<file path="src/rtl/dma_sequencer.sv">
// dma_sequencer: moves a block of words between the ping-pong buffer and a burst bus, split into bursts.
// Latency: a launch pulse is accepted in IDLE and acted on from the next cycle; bus phases follow grant/beat handshakes.
// Backpressure: waits for bus_grant, and for data_valid (read) or bus_busy low (write) on every beat. Optional DMA_SEQ_ERROR_EN: bus_error aborts.
module dma_sequencer (
  input  logic        system_clk,
  input  logic        n_reset,
  input  logic        launch_write,
  input  logic        launch_read,
  input  logic        launch_simple_switch,
  input  logic [31:0] start_address,
  input  logic [3:0]  byte_enable,
  input  logic [7:0]  burst_size,
  input  logic [7:0]  block_size_in,
  output logic        busy,
  output logic        operation_done,
  output logic [7:0]  block_size_out,
  output logic        bus_request,
  input  logic        bus_grant,
  output logic        begin_transaction,
  output logic        end_transaction,
  output logic [31:0] address_data_out,
  output logic [3:0]  byte_enables_out,
  output logic [7:0]  burst_size_out,
  output logic        read_n_write,
  input  logic        data_valid,
  input  logic        bus_busy,
  input  logic [31:0] address_data_in,
  input  logic        bus_error,
  output logic [8:0]  pp_address,
  output logic        pp_writeEnable,
  output logic [31:0] pp_dataIn,
  input  logic [31:0] pp_dataOut,
  output logic        pp_switch,
  output logic        error_flag
);

  localparam logic [2:0] ST_IDLE    = 3'd0;
  localparam logic [2:0] ST_SWITCH  = 3'd1;
  localparam logic [2:0] ST_REQUEST = 3'd2;
  localparam logic [2:0] ST_INIT    = 3'd3;
  localparam logic [2:0] ST_DATA    = 3'd4;
  localparam logic [2:0] ST_END     = 3'd5;
  localparam logic [2:0] ST_DONE    = 3'd6;

  localparam logic [1:0] OP_WRITE  = 2'd0;
  localparam logic [1:0] OP_READ   = 2'd1;
  localparam logic [1:0] OP_SWITCH = 2'd2;

  logic [2:0]  state_q, state_d;
  logic [1:0]  op_q, op_d;
  logic [31:0] addr_q, addr_d;
  logic [3:0]  be_q, be_d;
  logic [7:0]  burst_q, burst_d;
  logic [7:0]  remaining_q, remaining_d;
  logic [7:0]  index_q, index_d;
  logic [7:0]  beat_q, beat_d;
  logic [7:0]  blen_q, blen_d;
  logic [7:0]  bso_q, bso_d;
  logic        done_q, done_d;
  logic        busy_q, busy_d;

  logic        is_read;
  logic        accept;
  logic        bus_abort;
  logic        aborted;
  logic        beat_take;
  logic [7:0]  burst_len_calc;
  logic [8:0]  beats_done;
  logic [7:0]  remaining_after;

  assign is_read = (op_q == OP_READ);
  assign accept  = (state_q == ST_IDLE) & (launch_write | launch_read | launch_simple_switch);

  // min(burst+1, remaining) - 1 rewritten as min(burst, remaining-1) to stay 8 bits wide
  assign burst_len_calc  = (burst_q < remaining_q) ? burst_q : (remaining_q - 8'd1);
  assign beats_done      = {1'b0, blen_q} + 9'd1;
  assign remaining_after = remaining_q - beats_done[7:0];

`ifdef DMA_SEQ_ERROR_EN
  logic err_q, err_d;

  assign bus_abort = bus_error & (state_q == ST_DATA);
  assign aborted   = err_q;

  // Error flag: cleared by an accepted launch, set when the bus reports an error mid-burst
  always_comb begin
    err_d = err_q;
    if (accept) begin
      err_d = 1'b0;
    end else if (bus_abort) begin
      err_d = 1'b1;
    end
  end

  // Error flag register
  always_ff @(posedge system_clk or negedge n_reset) begin
    if (!n_reset) begin
      err_q <= 1'b0;
    end else begin
      err_q <= err_d;
    end
  end

  assign error_flag = err_q;
`else
  logic unused_bus_error;

  assign unused_bus_error = bus_error;
  assign bus_abort        = 1'b0;
  assign aborted          = 1'b0;
  assign error_flag       = 1'b0;
`endif

  // A beat completes on data_valid for reads and on a non-busy bus cycle for writes
  assign beat_take = (state_q == ST_DATA) & ~bus_abort & (is_read ? data_valid : ~bus_busy);

  // Sequencer next-state and datapath updates
  always_comb begin
    state_d     = state_q;
    op_d        = op_q;
    addr_d      = addr_q;
    be_d        = be_q;
    burst_d     = burst_q;
    remaining_d = remaining_q;
    index_d     = index_q;
    beat_d      = beat_q;
    blen_d      = blen_q;
    bso_d       = bso_q;
    done_d      = done_q;
    busy_d      = accept | (state_q != ST_IDLE);
    case (state_q)
      ST_IDLE: begin
        if (accept) begin
          addr_d      = start_address;
          be_d        = byte_enable;
          burst_d     = burst_size;
          remaining_d = block_size_in;
          index_d     = 8'd0;
          done_d      = 1'b0;
          if (launch_write) begin
            op_d    = OP_WRITE;
            state_d = ST_SWITCH;
          end else if (launch_read) begin
            op_d = OP_READ;
            if (block_size_in == 8'd0) begin
              bso_d   = 8'd0;
              state_d = ST_SWITCH;
            end else begin
              state_d = ST_REQUEST;
            end
          end else begin
            op_d    = OP_SWITCH;
            state_d = ST_SWITCH;
          end
        end
      end
      ST_SWITCH: begin
        // Only a write with words to send continues to the bus after the buffer swap
        state_d = ((op_q == OP_WRITE) && (remaining_q != 8'd0)) ? ST_REQUEST : ST_DONE;
      end
      ST_REQUEST: begin
        if (bus_grant) begin
          state_d = ST_INIT;
        end
      end
      ST_INIT: begin
        blen_d  = burst_len_calc;
        beat_d  = 8'd0;
        state_d = ST_DATA;
      end
      ST_DATA: begin
        if (bus_abort) begin
          state_d = ST_END;
        end else if (beat_take) begin
          index_d = index_q + 8'd1;
          beat_d  = beat_q + 8'd1;
          if (beat_q == blen_q) begin
            state_d = ST_END;
          end
        end
      end
      ST_END: begin
        addr_d      = addr_q + {21'd0, beats_done, 2'b00};
        remaining_d = remaining_after;
        if (aborted) begin
          if (is_read) begin
            bso_d = index_q;
          end
          state_d = ST_DONE;
        end else if (remaining_after != 8'd0) begin
          state_d = ST_REQUEST;
        end else if (is_read) begin
          bso_d   = index_q;
          state_d = ST_SWITCH;
        end else begin
          state_d = ST_DONE;
        end
      end
      ST_DONE: begin
        done_d  = 1'b1;
        state_d = ST_IDLE;
      end
      default: begin
        state_d = ST_IDLE;
      end
    endcase
  end

  // State and datapath registers; reset abandons any transfer in flight
  always_ff @(posedge system_clk or negedge n_reset) begin
    if (!n_reset) begin
      state_q     <= ST_IDLE;
      op_q        <= OP_WRITE;
      addr_q      <= 32'd0;
      be_q        <= 4'hF;
      burst_q     <= 8'd0;
      remaining_q <= 8'd0;
      index_q     <= 8'd0;
      beat_q      <= 8'd0;
      blen_q      <= 8'd0;
      bso_q       <= 8'd0;
      done_q      <= 1'b0;
      busy_q      <= 1'b0;
    end else begin
      state_q     <= state_d;
      op_q        <= op_d;
      addr_q      <= addr_d;
      be_q        <= be_d;
      burst_q     <= burst_d;
      remaining_q <= remaining_d;
      index_q     <= index_d;
      beat_q      <= beat_d;
      blen_q      <= blen_d;
      bso_q       <= bso_d;
      done_q      <= done_d;
      busy_q      <= busy_d;
    end
  end

  assign busy              = busy_q;
  assign operation_done    = done_q;
  assign block_size_out    = bso_q;
  assign bus_request       = (state_q == ST_REQUEST) | (state_q == ST_INIT) |
                             (state_q == ST_DATA) | (state_q == ST_END);
  assign begin_transaction = (state_q == ST_INIT);
  assign end_transaction   = (state_q == ST_END);
  assign pp_switch         = (state_q == ST_SWITCH);
  assign byte_enables_out  = (state_q == ST_INIT) ? be_q : 4'hF;
  assign burst_size_out    = (state_q == ST_INIT) ? burst_len_calc : 8'd0;
  assign read_n_write      = is_read & ((state_q == ST_INIT) | (state_q == ST_DATA) | (state_q == ST_END));
  assign pp_writeEnable    = is_read & beat_take;
  assign pp_dataIn         = pp_writeEnable ? address_data_in : 32'd0;

  // Bus address/data: address in INIT, buffer read data during write beats
  always_comb begin
    address_data_out = 32'd0;
    if (state_q == ST_INIT) begin
      address_data_out = addr_q;
    end else if ((state_q == ST_DATA) && !is_read) begin
      address_data_out = pp_dataOut;
    end
  end

  // Buffer address: writes pre-fetch the next word (index_d) through the one-cycle read port
  always_comb begin
    pp_address = 9'd0;
    if (is_read && (state_q == ST_DATA)) begin
      pp_address = {1'b0, index_q};
    end else if (!is_read && ((state_q == ST_INIT) || (state_q == ST_DATA))) begin
      pp_address = {1'b0, index_d};
    end
  end

endmodule

</file>
<file path="config.mk">
export PLATFORM = sky130hd
export DESIGN_NAME = dma_sequencer
export DESIGN_NICKNAME = d
export VERILOG_FILES = /design/src/rtl/dma_sequencer.sv
export SDC_FILE = /design/constraint.sdc
export NUM_CORES = 1
export LEC_CHECK = 0
export ABC_AREA = 1
export BUFFER_PORTS_ARGS = -buffer_cell sky130_fd_sc_hd__buf_2
export CAP_MARGIN = 10
export CORE_MARGIN = 4
export CORE_UTILIZATION = 47
export CTS_CLUSTER_SIZE = 14
export DETAILED_ROUTE_END_ITERATION = 16
export GPL_TIMING_DRIVEN = 0
export PLACE_DENSITY = 0.78
export SYNTH_ARGS = -nofsm -noshare
export SYNTH_HDL_FRONTEND = slang
export SYNTH_SLANG_ARGS = --single-unit
</file>
<file path="constraint.sdc">
create_clock -name system_clk -period 2.4 [get_ports system_clk]
set_input_delay 0.48 -clock system_clk [delete_from_list [all_inputs] [get_ports system_clk]]
set_output_delay 0.48 -clock system_clk [all_outputs]
set_load 0.03 [all_outputs]
</file>
# == Word level (Yosys, flattened, before mapping) ==
# Index checks and enable logic that the tools add are counted.
# word_totals
in_bits,125
mem_count,0
latch_bits,0
elab_cells,110
output_inout_bits,102
romBits,0
regBits,91
ramBits,0
# classes
n_bitwise,13
n_mux,40
div_mod_pow,0
mul,0
add_sub_neg,6
shift,0
eq_ne,17
n_lt_le_gt_ge,1
n_reduce_logical,21
# op_table
operator,count
$mux 32,4
$mux 8,14
$pmux 32 s2,1
$pmux 8 s2,4
$add 32x11->32,1
$mux 3,9
$pmux 3 s6,1
$add 8x1->8 const B,2
$reduce_bool 8->1,2
$ne 2x2->1 const B,7
$add 8x1->9 const B,1
$eq 3x3->1 const B,3
$eq 8x8->1,1
$logic_not 8->1,1
$lt 8x8->1,1
$or 1x1->1,8
$reduce_and 2->1,4
$sub 8x1->8 const B,1
$sub 8x8->8,1
$reduce_and 7->1,1
$eq 3x2->1 const B,2
$mux 2,3
$reduce_bool 2->1,3
$and 1x1->1,4
other kinds (14),19

# == Depth between registers and ports, before layout ==
# Gate-level depths: netlist of run 1.
# logic_depth
ltp_word,7
ltp_mapped,20

# == Worst setup path after synthesis of run 1 ==
# Ideal clock, no wire load.
# synth_timing
kind,flip-flop to output port
from,register state_q[1]
to,output port pp_dataIn[11]
path_buffers,1
arrival_time_ns,2.170
stages_incl_launch_ff,9
setup_slack_ns,-0.250
required_time_ns,1.920
cell_sequence,dfrtp_1 nor2_4 inv_1 nor2_4 nand2_4 nor2_1 inv_1 clkbuf_1 nor2_1
# synth_between
elab_chain_len,4
# synth_lines
item,line_no,text
start: declaration,49,"logic [2:0] state_q, state_d;"
start signal: assignment,225,state_q <= state_d;
$eq 3x3->1,115,assign beat_take = (state_q == ST_DATA) & ~bus_abort & (is_read ? data_valid : ~bus_busy);
$and 1x1->1,115,
$and 1x1->1,251,assign pp_writeEnable = is_read & beat_take;
via pp_writeEnable,30,"output logic pp_writeEnable,"
$mux 32,252,assign pp_dataIn = pp_writeEnable ? address_data_in : 32'd0;
end: declaration,31,"output logic [31:0] pp_dataIn,"
# The timed path passes the listed nets, and every way through them passes these cells.

# == Worst setup path after layout of run 1 ==
# layout_timing
from,register remaining_q[7]
to,output port burst_size_out[1]
# layout_between
elab_chain_len,3
# layout_lines
item,line_no,text
start: declaration,54,"logic [7:0] remaining_q, remaining_d;"
start signal: assignment,230,remaining_q <= remaining_d;
$lt 8x8->1,75,assign burst_len_calc = (burst_q < remaining_q) ? burst_q : (remaining_q - 8'd1);
$mux 8,75,
$mux 8,249,assign burst_size_out = (state_q == ST_INIT) ? burst_len_calc : 8'd0;
end: declaration,23,"output logic [7:0] burst_size_out,"
# No other way between the ends.

==> results of run 1 <==
per-layer routing:
layer	vias to the layer above	global-route usage, %	part of all wire [%]
li1	4233	-	-
met3	361	7.72	13
met1	4775	40.3	32
met4	0	19.8	10
met2	1069	58.1	45
met5	-	0	0
layout by cell type, fill, tap and decap left out, types with 8 or more instances in the layout:
cell type  Yosys  routed
a21oi_1       37      19
a21oi_2        0      12
buf_12         0      15
buf_2         14     146
buf_4          5     118
buf_6          1      91
clkbuf_16      0      14
dfrtp_1       87      74
dfrtp_2        0      13
ha_1          28      10
ha_4           0      17
inv_1        166     140
inv_2          7      26
nand2_1      281     221
nand2_2        6      53
nand2_4        4      13
nand3_1      101      59
nand3_2        1      30
nand3_4        0      13
nand4_1       14      14
nor2_1       112      57
nor2_2         3      13
nor2_4         5      50
nor3_1        14      11
o211ai_1      12      12
o21ai_0       82      21
o21ai_1        6      32
o21ai_2        1      27
o21ai_4        0       9
xnor2_1        8       8
xor2_1        13      11
layout make-up:
type                            instances  area (um2)
Buffer                                 31         287
Clock buffer                           11         253
Clock inverter                          5        35.0
Fill cell                             773        2420
Inverter                              173         682
Multi-Input combinational cell        787        5600
Sequential cell                        91        2300
Tap cell                              184         230
Timing Repair Buffer                  356        2890
kinds of logic after synthesis:
logic type,after synthesis
other cells,1
fa+ha+maj,30
flops,91
xor+xnor,21
compound gates,168
simple gates,565
buf+inv,207
final timing paths:
kind,startpoint,to,slack [ps]
worst min-delay path,n_reset,burst_q[3],90
min in group system_clk,byte_enable[0],be_q[0],300
max in group asynchronous,n_reset,be_q[1],1600
worst max-delay path,remaining_q[7],burst_size_out[1],-480
worst max register to register,blen_q[4],addr_q[10],-470
worst min register to register,block_size_out[5],block_size_out[5],470
registers in the layout, summed over array words and instances (netlist names):
| register | flops |
|---|---|
| burst_q | 8 |
| remaining_q | 8 |
| block_size_out | 8 |
| index_q | 8 |
| be_q | 4 |
| beat_q | 8 |
| busy | 1 |
| addr_q | 32 |
| op_q | 2 |
| blen_q | 8 |
| operation_done | 1 |
| state_q | 3 |
power breakdown:
| group | leakage [nW] | switching [mW] | total, mW | internal (mW) |
|---|---|---|---|---|
| combinational | 4.75 | 7.81 | 12.9 | 5.10 |
| sequential | 1.12 | 0.762 | 2.95 | 2.19 |
| clock | 0.142 | 0.715 | 1.48 | 0.763 |
| total | 6.02 | 9.29 | 17.3 | 8.05 |
stage by stage:
step	setup WS, ps	utilization, %
finish	-483	83.5
global route	-535	83.5
CTS	-242	73.3
detailed placement	-471	58.3
global placement	-452	58.1
floorplan	-61.2	-
worst max-delay path, cell delays in order (launching register included):
cell,delay [ps]
dfrtp_1,400
inv_2,110
ha_4,230
a21oi_2,150
o31a_1,220
nand2_4,120
buf_6,150
o211ai_1,340
inv_1,120
buf_6,160
timing repair:
action,CTS,global route
gates cloned,5,4
endpoints found under the hold margin,0,0
resized for setup,365,325
setup endpoints to repair,121,127
buffers inserted,83,51
hold buffers,0,0
pin swaps,47,83
==> impl_metrics.py, run 1 <==
metrics = {
    "outcome": {
        "status": "complete, but fails checks",
        "violations": "setup timing",
    },
    "setup_path": {
        "critPathRequiredTime_ps": 1920,
        "path_class": "flop to primary output",
        "reg2regPathDepth": 12,
        "critPathCaptureType": "primary output",
        "cp_data_arrival_time_ps": 2400,
        "cp-start-kind": "flop",
        "worstPathMaxFanout": 7,
    },
    "sta": {
        "timing.hold.ws_ps": 89.5,
        "clock_skew_ps": 14.4,
        "fin_crit_ps": 2880,
        "rsz0062_at_grt": "true",
        "layout_worst_path_cycle_share_pct": 120,
        "max_freq_ghz": 0.347,
        "slew_viol_final": 0,
        "final-setup-viol-count": 130,
        "slew_headroom_pct": 52.3,
        "tns_ps": -26860,
        "tightest_slew_ps": 716,
        "fin_ws_ps": -483,
        "hold_violations": 0,
    },
    "synthesis": {
        "synth_xor_area_share_pct": 2.57,
        "netlist_area_um2": 7150,
        "synth_edf_count": 0,
        "ys_ff_latch": 91,
        "synth_top_area_share_pct": 30.4,
        "ys_types": 49,
        "synth_area_leaders": "dfrtp_1, nand2_1, inv_1",
        "seq_area_frac_synth_pct": 31.9,
        "synthSimpleGateAreaFrac_pct": 34.9,
        "synthesis.instances": 1083,
        "synth_top_family_by_area": "simple AND/OR/NAND/NOR gates",
        "yosysMostFrequentCell": "nand2_1",
        "synth_fa_ha_area_share_pct": 5.46,
        "ys.warnings.count": 0,
        "avgSynthCellArea_um2": 6.61,
        "yosys-top-cells-count": "nand2_1, inv_1, nor2_1",
        "muxShareOfSynthArea_pct": 0,
        "synth_compound_area_share_pct": 13.6,
        "ys_async_sr_fraction_pct": 100,
        "synth_area_leader_cell": "dfrtp_1",
        "ys.flop_type": "dfrtp_1",
    },
    "die": {
        "core_um2": 14700,
        "die-area_um2": 17300,
        "io_pins": 227,
        "rows": 44,
        "start_util_pct": 48.7,
        "fp.dieW_um": 131,
        "die_h_um": 131,
    },
    "layout": {
        "syn2layout_area_growth_pct": 71.6,
        "final_layout_size_suffix_gt1_share_pct": 49.7,
        "n_antenna_cell": 0,
        "final_cells": 1638,
        "final_nets": 1604,
        "fin_area_um2": 12300,
    },
    "pwr": {
        "peakVddDrop_mv": 0.745,
        "leakagePower_nw": 6.02,
        "p_total_mw": 17.3,
        "p_per_area_nw_per_um2": 1410,
    },
    "global_routing": {
        "antenna_found_initial": 0,
        "grt_pass1_wl_um": 47600,
        "grt-ovfl-total": 0,
        "grt_max_degree": 58,
        "grt_pass1_vias": 9133,
        "grt_util_all_layers_pct": 34.4,
    },
    "clock_network": {
        "clock-root-buffer": "clkbuf_16",
        "worstSkewPairLatency_ps": 370,
        "numCtsBuffers": 9,
        "clk_pin_slew_ps": 80,
        "clk_path_buf_depth": 2,
        "cts.sinks": 91,
        "h-tree-depth": 3,
        "cts_tree": "built",
    },
    "routing": {
        "via_per_inst": 6.37,
        "antenna_left": 0,
        "wire_per_inst_um": 23.8,
        "drc": 0,
        "finalWirelength_um": 39000,
        "vias": 10400,
        "drt_iter0_markers": 1568,
        "firstDrtPassIters": 7,
    },
    "placement": {
        "post-dp-hpwl_um": 19600,
        "dpl.cell_count": 1492,
        "io_buffers": 223,
        "place_area_um2": 8570,
        "gp_congestion": 0.957,
    },
    "hold_path": {
        "holdCritPathClass": "input port to asynchronous set/reset pin",
    },
    "run": {
        "drv_cap": 0,
    },
}
Power figures use the tool's default switching activity.
==> run 2, diff against run 1 <==
--- a/config.mk
+++ b/config.mk
@@ -5,7 +5,6 @@
 export SDC_FILE = /design/constraint.sdc
 export NUM_CORES = 1
 export LEC_CHECK = 0
-export ABC_AREA = 1
 export BUFFER_PORTS_ARGS = -buffer_cell sky130_fd_sc_hd__buf_2
 export CAP_MARGIN = 10
 export CORE_MARGIN = 4
@@ -13,7 +12,7 @@
 export CTS_CLUSTER_SIZE = 14
 export DETAILED_ROUTE_END_ITERATION = 16
 export GPL_TIMING_DRIVEN = 0
-export PLACE_DENSITY = 0.78
+export PLACE_DENSITY = 0.79
 export SYNTH_ARGS = -nofsm -noshare
 export SYNTH_HDL_FRONTEND = slang
 export SYNTH_SLANG_ARGS = --single-unit
==> run 2 against run 1 <==
  * Critical path type is now flop to flop
  * Wire length decreased by 14%
  * Power decreased by 13%
  * Synthesized cell count decreased by 27%
  * Highest routed layer unchanged
  * Global-route usage fell by 3.1 points
  * Non-clock buffer count fell by 10
  * Cell count decreased by 19%
  * Die area decreased by 6.9%
  * Clock power up 3%
  * Sequential power up 2%
  * The run still ends with setup timing left
  * Critical endpoint is now block_size_out[0]
==> impl_metrics.py, run 2 <==
metrics = {
    "clock_network": {
        "clk_pin_slew_ps": 70,
        "h-tree-depth": 3,
        "cts_tree": "built",
        "worstSkewPairLatency_ps": 360,
        "cts.sinks": 91,
        "clock-root-buffer": "clkbuf_16",
        "clk_path_buf_depth": 2,
        "cts-hold-fix-buffers": 0,
        "numCtsBuffers": 9,
    },
    "sta": {
        "fin_crit_ps": 3120,
        "slew_headroom_pct": 33.6,
        "rsz0062_at_grt": "true",
        "max_freq_ghz": 0.321,
        "hold_violations": 0,
        "fin_ws_ps": -715,
        "final-setup-viol-count": 120,
        "tightest_slew_ps": 989,
        "clock_skew_ps": 9.32,
        "slew_viol_final": 0,
        "layout_worst_path_cycle_share_pct": 130,
    },
    "synthesis": {
        "synth_top_area_share_pct": 32.8,
        "ys.warnings.count": 0,
        "synth_area_leader_cell": "dfrtp_1",
        "ys.flop_type": "dfrtp_1",
        "seq_area_frac_synth_pct": 34.4,
        "yosys-top-cells-count": "nand2_1, dfrtp_1, nor2_1",
        "netlist_area_um2": 6630,
        "ys_async_sr_fraction_pct": 100,
        "ys_types": 74,
        "yosysMostFrequentCell": "nand2_1",
        "synth_edf_count": 0,
        "avgSynthCellArea_um2": 8.43,
        "ys_ff_latch": 91,
        "synth_area_leaders": "dfrtp_1, nand2_1, ha_1",
        "synthesis.instances": 786,
    },
    "setup_path": {
        "crit_start": "blen_q[1]",
        "reg2regPathDepth": 12,
        "cp_data_arrival_time_ps": 3360,
        "critPathRequiredTime_ps": 2640,
        "cp-start-kind": "flop",
        "rr_startpoint": "blen_q[1]",
        "path_class": "flop to flop",
        "worstPathMaxFanout": 8,
        "critPathCaptureType": "flop",
    },
    "layout": {
        "final_layout_size_suffix_gt1_share_pct": 50.7,
        "layout_commonest_cell": "buf_2",
        "final_util_pct": 79.9,
        "syn2layout_area_growth_pct": 66.7,
        "final_cells": 1319,
        "layout_common_cells": "buf_2, nand2_1, buf_6",
        "final_nets": 1288,
        "largest_reg_flops": 32,
        "regMostFlops": "addr_q",
    },
    "placement": {
        "post-dp-hpwl_um": 17600,
        "dpl.cell_count": 1191,
        "gp_congestion": 0.987,
        "io_buffers": 223,
    },
    "global_routing": {
        "grt-ovfl-total": 0,
        "grt_max_degree": 61,
        "grt_util_all_layers_pct": 31.3,
        "grt_pass1_wl_um": 40100,
        "grt_pass1_vias": 7390,
        "antenna_found_initial": 1,
    },
    "die": {
        "fp.dieW_um": 127,
        "rows": 43,
        "io_pins": 227,
        "core_um2": 13800,
        "start_util_pct": 47.9,
        "die-area_um2": 16100,
        "die_h_um": 127,
    },
    "routing": {
        "vias": 8863,
        "antenna_left": 0,
        "drt_iter0_markers": 1124,
        "via_per_inst": 6.72,
        "wire_per_inst_um": 25.5,
        "drc": 0,
        "finalWirelength_um": 33700,
        "firstDrtPassIters": 8,
    },
    "pwr": {
        "peakVddDrop_mv": 0.793,
        "p_per_area_nw_per_um2": 1360,
        "leakagePower_nw": 5.20,
    },
    "outcome": {
        "status": "complete, but fails checks",
        "violations": "setup timing",
    },
    "hold_path": {
        "holdCritPathClass": "input port to asynchronous set/reset pin",
    },
    "run": {
        "drv_cap": 0,
    },
}
run 2: per-stage QoR:
| stage | setup TNS, ps | area, um2 | total power [mW] | setup slack [ps] | hold slack, ps |
|---|---|---|---|---|---|
| 6_report | -38680 | 11100 | 15.0 | -715 | 83.1 |
| 5_1_grt | -44730 | 11100 | 15.6 | -825 | 116 |
| 4_1_cts | -28590 | 9630 | 12.4 | -570 | 90.8 |
| 3_5_place_dp | -39390 | 8160 | 9.19 | -1040 | 448 |
| 3_3_place_gp | -43460 | 8130 | 9.05 | -998 | 442 |
| 2_1_floorplan | -4760 | 6790 | 7.41 | -524 | 184 |
run 2: final cells by class:
class                      instances  area, um2
clock buffer                      11        243
timing repair buffer             338       2640
multi-input combinational        626       5080
tap                              180        225
clock inverter                     5       60.1
buffer                            39        383
fill                             774       2780
inverter                          28        115
sequential                        91       2300
antenna                            1       2.50
run 2: routing by layer:
layer  vias to the layer above  routed length, um  track usage, %  share of wire [%]
met3                       259               4320            6.95                 13
met4                         0               2690            13.1                8.0
met2                       844              15100            49.8                 45
met1                      4191              11500            41.2                 34
met5                         -                  0               0                  0
li1                       3569                  -               -                  -
run 2: repair_timing:
action                     4_1_cts  5_1_grt
pin swaps                       51       94
setup endpoints to repair      131      125
cloned                           3        5
gates resized for setup        173      354
buffers inserted                54       54
run 2: cells by family after synthesis:
group	Yosys count	synth area share (%)
AND/OR/NAND/NOR	329	25.0
AO/OA/AOI/OAI	220	23.3
flip-flops	91	34.4
buffers and inverters	70	4.45
XOR/XNOR	31	4.30
adder cells (fa/ha/maj)	30	5.89
multiplexers	14	2.64
other	1	0.0566
run 2: where the power goes:
group / total (mW) / switching (mW) / internal, mW
clock network: 1.53 / 0.685 / 0.842
logic: 10.5 / 5.85 / 4.63
registers: 3.01 / 0.864 / 2.14
run 2: path summary, 6_finish.rpt:
check,to,slack [ps]
max,block_size_out[0],-720
max in group asynchronous,be_q[1],1580
max reg2reg,block_size_out[0],-720
min reg2reg,be_q[0],460
min,remaining_q[6],80
min in group system_clk,be_q[2],300
run 2: critical path, cell delays in order, from the launching register on:
cell	delay (ps)
dfrtp_2	480
ha_4	230
nand3_2	100
xnor2_2	220
inv_2	70
ha_4	280
inv_1	90
a211oi_4	210
nor4_2	90
a311oi_4	420
and4_1	300
buf_6	180
mux2_4	320
